## src/rtl/pipe_hazard_ctrl.sv

```systemverilog
// pipe_hazard_ctrl: stall/flush controller for the 5-stage F/D/E/M/W pipeline.
//
// Produces the PC and pipeline-register load enables, F/D and D/E flushes,
// and PC redirect selection from bus-busy status, load-use detection and
// execute-stage redirects. A small FSM (Idle/Drain/Load) holds a redirect
// target while an instruction fetch is still outstanding and drops the
// wrong-path response when it completes.
//
// Build option: define PIPE_CTRL_PERF_EN to implement the 64-bit performance
// counters; otherwise perf_*_o are tied to zero and no counter flops exist.
//
// Ports:
//   clk_i, reset_i               clock, synchronous active-high reset
//   i_busy_i, d_busy_i           instruction / data bus access outstanding
//   d_ra{1,2}_i, d_ra{1,2}_en_i  decode-stage source registers and read flags
//   e_valid_i, e_wa_i, e_regwen_i, e_is_load_i   execute-stage writeback info
//   e_redirect_i, e_target_i     execute-stage redirect and its target
//   en_{pc,fd,de,em,mw}_o        register load enables
//   flush_fd_o, flush_de_o       load a bubble into F/D, D/E
//   pc_sel_o, pc_target_o        PC redirect select and target
//   f_drop_o                     discard the fetch response completing now
//   perf_{stall,flush,lduse}_o   performance counters
module pipe_hazard_ctrl #(
  parameter int unsigned PC_W = 64
) (
  input  logic            clk_i,
  input  logic            reset_i,
  input  logic            i_busy_i,
  input  logic            d_busy_i,
  input  logic [4:0]      d_ra1_i,
  input  logic [4:0]      d_ra2_i,
  input  logic            d_ra1_en_i,
  input  logic            d_ra2_en_i,
  input  logic            e_valid_i,
  input  logic [4:0]      e_wa_i,
  input  logic            e_regwen_i,
  input  logic            e_is_load_i,
  input  logic            e_redirect_i,
  input  logic [PC_W-1:0] e_target_i,
  output logic            en_pc_o,
  output logic            en_fd_o,
  output logic            en_de_o,
  output logic            en_em_o,
  output logic            en_mw_o,
  output logic            flush_fd_o,
  output logic            flush_de_o,
  output logic            pc_sel_o,
  output logic [PC_W-1:0] pc_target_o,
  output logic            f_drop_o,
  output logic [63:0]     perf_stall_o,
  output logic [63:0]     perf_flush_o,
  output logic [63:0]     perf_lduse_o
);

  typedef enum logic [1:0] {StIdle, StDrain, StLoad} state_e;

  state_e          state_q, state_d;
  logic [PC_W-1:0] tgt_q, tgt_d;
  logic            lu, rd;

  assign lu = e_valid_i & e_is_load_i & e_regwen_i & (e_wa_i != 5'd0) &
              ((d_ra1_en_i & (d_ra1_i == e_wa_i)) | (d_ra2_en_i & (d_ra2_i == e_wa_i)));
  assign rd = e_valid_i & e_redirect_i;

  // State register
  always_ff @(posedge clk_i) begin
    if (reset_i) begin
      state_q <= StIdle;
      tgt_q   <= '0;
    end else begin
      state_q <= state_d;
      tgt_q   <= tgt_d;
    end
  end

  // Next-state logic
  always_comb begin
    state_d = state_q;
    tgt_d   = tgt_q;
    unique case (state_q)
      StIdle: begin
        // A redirect with a fetch in flight must wait for that response.
        if (!d_busy_i && rd && i_busy_i) begin
          state_d = StDrain;
          tgt_d   = e_target_i;
        end
      end
      StDrain: begin
        if (!i_busy_i) state_d = d_busy_i ? StLoad : StIdle;
      end
      StLoad: begin
        if (!d_busy_i) state_d = StIdle;
      end
      default: state_d = StIdle;
    endcase
  end

  // Output logic
  always_comb begin
    en_pc_o     = 1'b1;
    en_fd_o     = 1'b1;
    en_de_o     = 1'b1;
    en_em_o     = 1'b1;
    en_mw_o     = 1'b1;
    flush_fd_o  = 1'b0;
    flush_de_o  = 1'b0;
    pc_sel_o    = 1'b0;
    pc_target_o = e_target_i;
    f_drop_o    = 1'b0;
    if (reset_i) begin
      en_pc_o    = 1'b0;
      flush_fd_o = 1'b1;
      flush_de_o = 1'b1;
    end else begin
      unique case (state_q)
        StIdle: begin
          if (d_busy_i) begin
            // Freeze everything; a pending redirect is re-evaluated later.
            en_pc_o = 1'b0;
            en_fd_o = 1'b0;
            en_de_o = 1'b0;
            en_em_o = 1'b0;
            en_mw_o = 1'b0;
          end else if (rd) begin
            flush_fd_o = 1'b1;
            flush_de_o = 1'b1;
            en_pc_o    = !i_busy_i;
            pc_sel_o   = !i_busy_i;
          end else if (lu) begin
            en_pc_o    = 1'b0;
            en_fd_o    = 1'b0;
            flush_de_o = 1'b1;
          end else if (i_busy_i) begin
            en_pc_o    = 1'b0;
            flush_fd_o = 1'b1;
          end
        end
        StDrain: begin
          pc_target_o = tgt_q;
          flush_fd_o  = 1'b1;
          en_de_o     = !d_busy_i;
          en_em_o     = !d_busy_i;
          en_mw_o     = !d_busy_i;
          if (i_busy_i) begin
            en_pc_o = 1'b0;
          end else begin
            // The response arriving now is wrong-path.
            f_drop_o = 1'b1;
            en_pc_o  = !d_busy_i;
            pc_sel_o = !d_busy_i;
          end
        end
        StLoad: begin
          pc_target_o = tgt_q;
          pc_sel_o    = 1'b1;
          flush_fd_o  = 1'b1;
          en_pc_o     = !d_busy_i;
          en_de_o     = !d_busy_i;
          en_em_o     = !d_busy_i;
          en_mw_o     = !d_busy_i;
        end
        default: en_pc_o = 1'b0;
      endcase
    end
  end

`ifdef PIPE_CTRL_PERF_EN
  logic [63:0] perf_stall_q, perf_flush_q, perf_lduse_q;
  logic        flush_evt, lduse_evt;

  assign flush_evt = !reset_i && (state_q == StIdle) && rd && !d_busy_i;
  assign lduse_evt = !reset_i && (state_q == StIdle) && !rd && lu && !d_busy_i;

  always_ff @(posedge clk_i) begin
    if (reset_i) begin
      perf_stall_q <= '0;
      perf_flush_q <= '0;
      perf_lduse_q <= '0;
    end else begin
      if (!en_pc_o) perf_stall_q <= perf_stall_q + 64'd1;
      if (flush_evt) perf_flush_q <= perf_flush_q + 64'd1;
      if (lduse_evt) perf_lduse_q <= perf_lduse_q + 64'd1;
    end
  end

  assign perf_stall_o = perf_stall_q;
  assign perf_flush_o = perf_flush_q;
  assign perf_lduse_o = perf_lduse_q;
`else
  assign perf_stall_o = '0;
  assign perf_flush_o = '0;
  assign perf_lduse_o = '0;
`endif

endmodule

```

## config.mk

```make
export PLATFORM = sky130hd
export DESIGN_NAME = pipe_hazard_ctrl
export DESIGN_NICKNAME = d
export VERILOG_FILES = /design/src/rtl/pipe_hazard_ctrl.sv
export SDC_FILE = /design/constraint.sdc
export NUM_CORES = 1
export LEC_CHECK = 0
export ABC_AREA = 1
export BUFFER_PORTS_ARGS = -buffer_cell sky130_fd_sc_hd__buf_2
export CAP_MARGIN = 30
export CORE_AREA = 3 3 135 137
export CTS_BUF_LIST = sky130_fd_sc_hd__clkbuf_4 sky130_fd_sc_hd__clkbuf_8 sky130_fd_sc_hd__clkbuf_16
export CTS_CLUSTER_DIAMETER = 60
export CTS_CLUSTER_SIZE = 16
export DETAILED_ROUTE_END_ITERATION = 12
export DIE_AREA = 0 0 138 140
export PLACE_DENSITY = 0.67
export SETUP_SLACK_MARGIN = 0.5
export SLEW_MARGIN = 30
export SYNTH_ARGS = -nofsm -noshare
export SYNTH_HDL_FRONTEND = slang
export SYNTH_SLANG_ARGS = --single-unit
export TNS_END_PERCENT = 20
```

## constraint.sdc

```tcl
create_clock -name clk_i -period 1.78 [get_ports clk_i]
set_input_delay 0.178 -clock clk_i [delete_from_list [all_inputs] [get_ports clk_i]]
set_output_delay 0.178 -clock clk_i [all_outputs]
set_load 0.02 [all_outputs]
```

==> impl_metrics.toml <==
[yosys]
ys_seq_area_share_pct = 26.2
synth_compound_area_share_pct = 7.55
ys_top_cells_by_area = "buf_4, dfxtp_1, nor2_1"
ys_ff_latch = 66
synth-simple-area-share_pct = 15.3
syn_avg_cell_area_sq_um = 7.72
synth_top_family_by_area = "buffers and inverters"
ys_dominant_reg_cell = "dfxtp_1"
synth_common_cells = "buf_4, nor2_1, dfxtp_1"
synth_xor_area_share_pct = 0
yosysWarnings = 0
synth_cells = 652
synth_top_area_share_pct = 29.8
synth_edf_count = 0
ys_async_sr_fraction_pct = 0
synth_cell_types = 27
synth_fa_ha_area_share_pct = 0.994
synth.most_common_cell = "buf_4"
synth_top_area_cell = "buf_4"
muxShareOfSynthArea_pct = 14.3
netlist_area_sq_um = 5030

[critical_path]
required_ns = 1.60
path_cells = "inv_4 > ha_4 > nand2_8 > buf_16 > mux2_2 > buf_2"
cp-start-kind = "flop"
cpPeakStageDelay_ns = 0.35
end_kind = "output port"
rrSetupSlack_ns = 0.13
worst_path_max_delay_cell = "dfxtp_2"
worst-setup-path-type = "reg -> out"
rr_worst_depth = 8
worstPathMaxFanout = 17
arrival_ns = 1.81
r2r-start = "state_q[0]"
worstReg2RegEnd = "tgt_q[56]"

[sta]
final.setup.worst_slack_ns = -0.208
skew_ns = 0.00930
finalHoldViolCount = 0
fin_crit_ns = 1.99
fmax_mhz = 503
rsz0062_at_grt = "yes"
slew_viol_final = 0
period_share_pct = 112
finalSetupViolations = 69

[worst_hold_path]
hold_path.class = "in -> reg"
holdPathEnd = "tgt_q[1]"
hp-start = "e_target_i[1]"
min_path_cells = 3

[cells_and_area]
multi_input_area_sq_um = 3200
diodes = 0
layout-drive-gt1-share_pct = 41.8
syn_to_final_growth_pct = 30.2
regArea_sq_um = 1320
filler_cell_count = 1773
final_util_pct = 38.2
nNetsFinal = 904

[global_route]
use_met3_pct = 2.56
grt_pass1_wl_mm = 19.1
met2_usage_pct = 20.9
grt_max_degree = 39
grt_antenna_before_repair = 0
grt_usage_pct = 12.1
grt_pass1_vias = 3669
busiest_layer = "met2"
grt.met1_usage_pct = 14.7
gr-total-overflow = 0

[routing]
drt-initial-drc-count = 138
via_per_inst = 3.94
first_pass_iters = 4
wl_mm = 13.0
antenna_left = 0
num_vias = 4099
wire_per_inst_microns = 12.5
drcViolationCount = 0

[power_and_ir_drop]
p_leak_nw = 3.27
power_per_cell_area_nw_per_um2 = 1170
ir_worst_vdd_v = 0.000706
power_mw = 7.70

[placed_design]
dpl.hpwl_mm = 8.94
routabilityCongestion = 0.779
io_buffer_count = 161

[floorplan]
rows = 48
initial_core_util_pct = 29.3
die_x_microns = 138
coreArea_sq_um = 17200
dieArea_sq_um = 19300
die_h_microns = 140
boundaryPins = 354

[job]
drv_cap = 0

[clock_tree]
clockBufferDepth = 2
cts_inserted_buffers = 9
root_buffer = "clkbuf_16"
clkSlewWorstSetupHoldPaths_ns = 0.05
postCtsHoldBufs = 0
cts.sinks = 66
insertion_delay_ns = 0.33
htree_levels = 3
cts_tree = "yes"

[outcome]
status = "complete, but fails checks"
violations = "negative setup slack"
==> area by class of cell <==
class                      instances  area share [%]
sequential                        66            20.2
clock inverter                     7            1.39
inverter                          26            1.64
clock buffer                       9            3.43
tap                              225            4.29
timing repair buffer             177            20.2
multi-input combinational        531            48.9
==> flip-flops by register name, summed over array words and instances, names as in the netlist <==
register / cells
tgt_q: 64
state_q: 2
==> metrics by stage <==
| step | hold slack (ns) | instance area, sq um | worst slack, ns | instances | setup TNS [ns] |
|---|---|---|---|---|---|
| detailed placement | 0.421 | 5350 | 0.0893 | 1018 | 0 |
| floorplan | 0.249 | 5870 | 0.230 | 843 | 0 |
| finish | 0.0763 | 6560 | -0.208 | 1041 | -11.51 |
| global route | 0.0730 | 6560 | -0.270 | 1041 | -15.75 |
| global placement | 0.410 | 5350 | 0.123 | 1018 | 0 |
| CTS | 0.0572 | 6340 | -0.232 | 1039 | -13.21 |
==> per-layer routing <==
metal / share of wire, % / wire length, microns
met3: 7.3 / 955
met2: 52 / 6730
met1: 39 / 5110
met5: 0 / 0
met4: 1.5 / 200
==> report_power, final <==
part	internal (mW)	switching (mW)
clock	1.22	0.681
combinational	1.85	2.28
sequential	1.60	0.0700
==> worst max-delay path by stage <==
stage | cells after the start | end | slack [ns] | startpoint
after floorplan | 5 | en_em_o | 0.23 | state_q[0]
after global placement | 6 | pc_target_o[49] | 0.12 | state_q[1]
after detailed placement | 6 | pc_target_o[29] | 0.09 | state_q[1]
after CTS | 6 | pc_target_o[47] | -0.23 | state_q[1]
after global routing | 6 | pc_target_o[29] | -0.27 | state_q[1]
final | 6 | pc_target_o[49] | -0.21 | state_q[1]
==> logic make-up after synthesis <==
logic type      after synthesis
fa+ha+maj                     4
compound gates               74
flops                        66
simple gates                197
buf+inv                     246
mux                          64
other cells                   1
==> what timing repair did <==
item,in CTS,in global routing
gates cloned,3,1
pin swaps,119,11
endpoints found under the setup margin,137,139
buffers inserted,2,1
gates resized for setup,164,57
==> worst max-delay path, delay by kind of cell (launching register included) <==
family / cells / cell delay, ns
flip-flops: 1 / 0.35
AND/OR/NAND/NOR: 1 / 0.14
adder cells (fa/ha/maj): 1 / 0.26
multiplexers: 1 / 0.34
buffers and inverters: 3 / 0.38
==> cells in the final DEF, fill, tap and decap left out, drive strengths merged <==
cell and n:
nand2 44, clkinv 3, nor3 2, o211ai 1, a211oi 2, o21ai 65, bufinv 2, nand4 1
a21oi 5, ha 4, dfxtp 66, nand3 7, o21bai 1, nor2 143, buf 176, conb 192
clkbuf 10, clkinvlp 1, mux2 64, inv 27
Note: power is estimated with default switching activity, not from simulation.
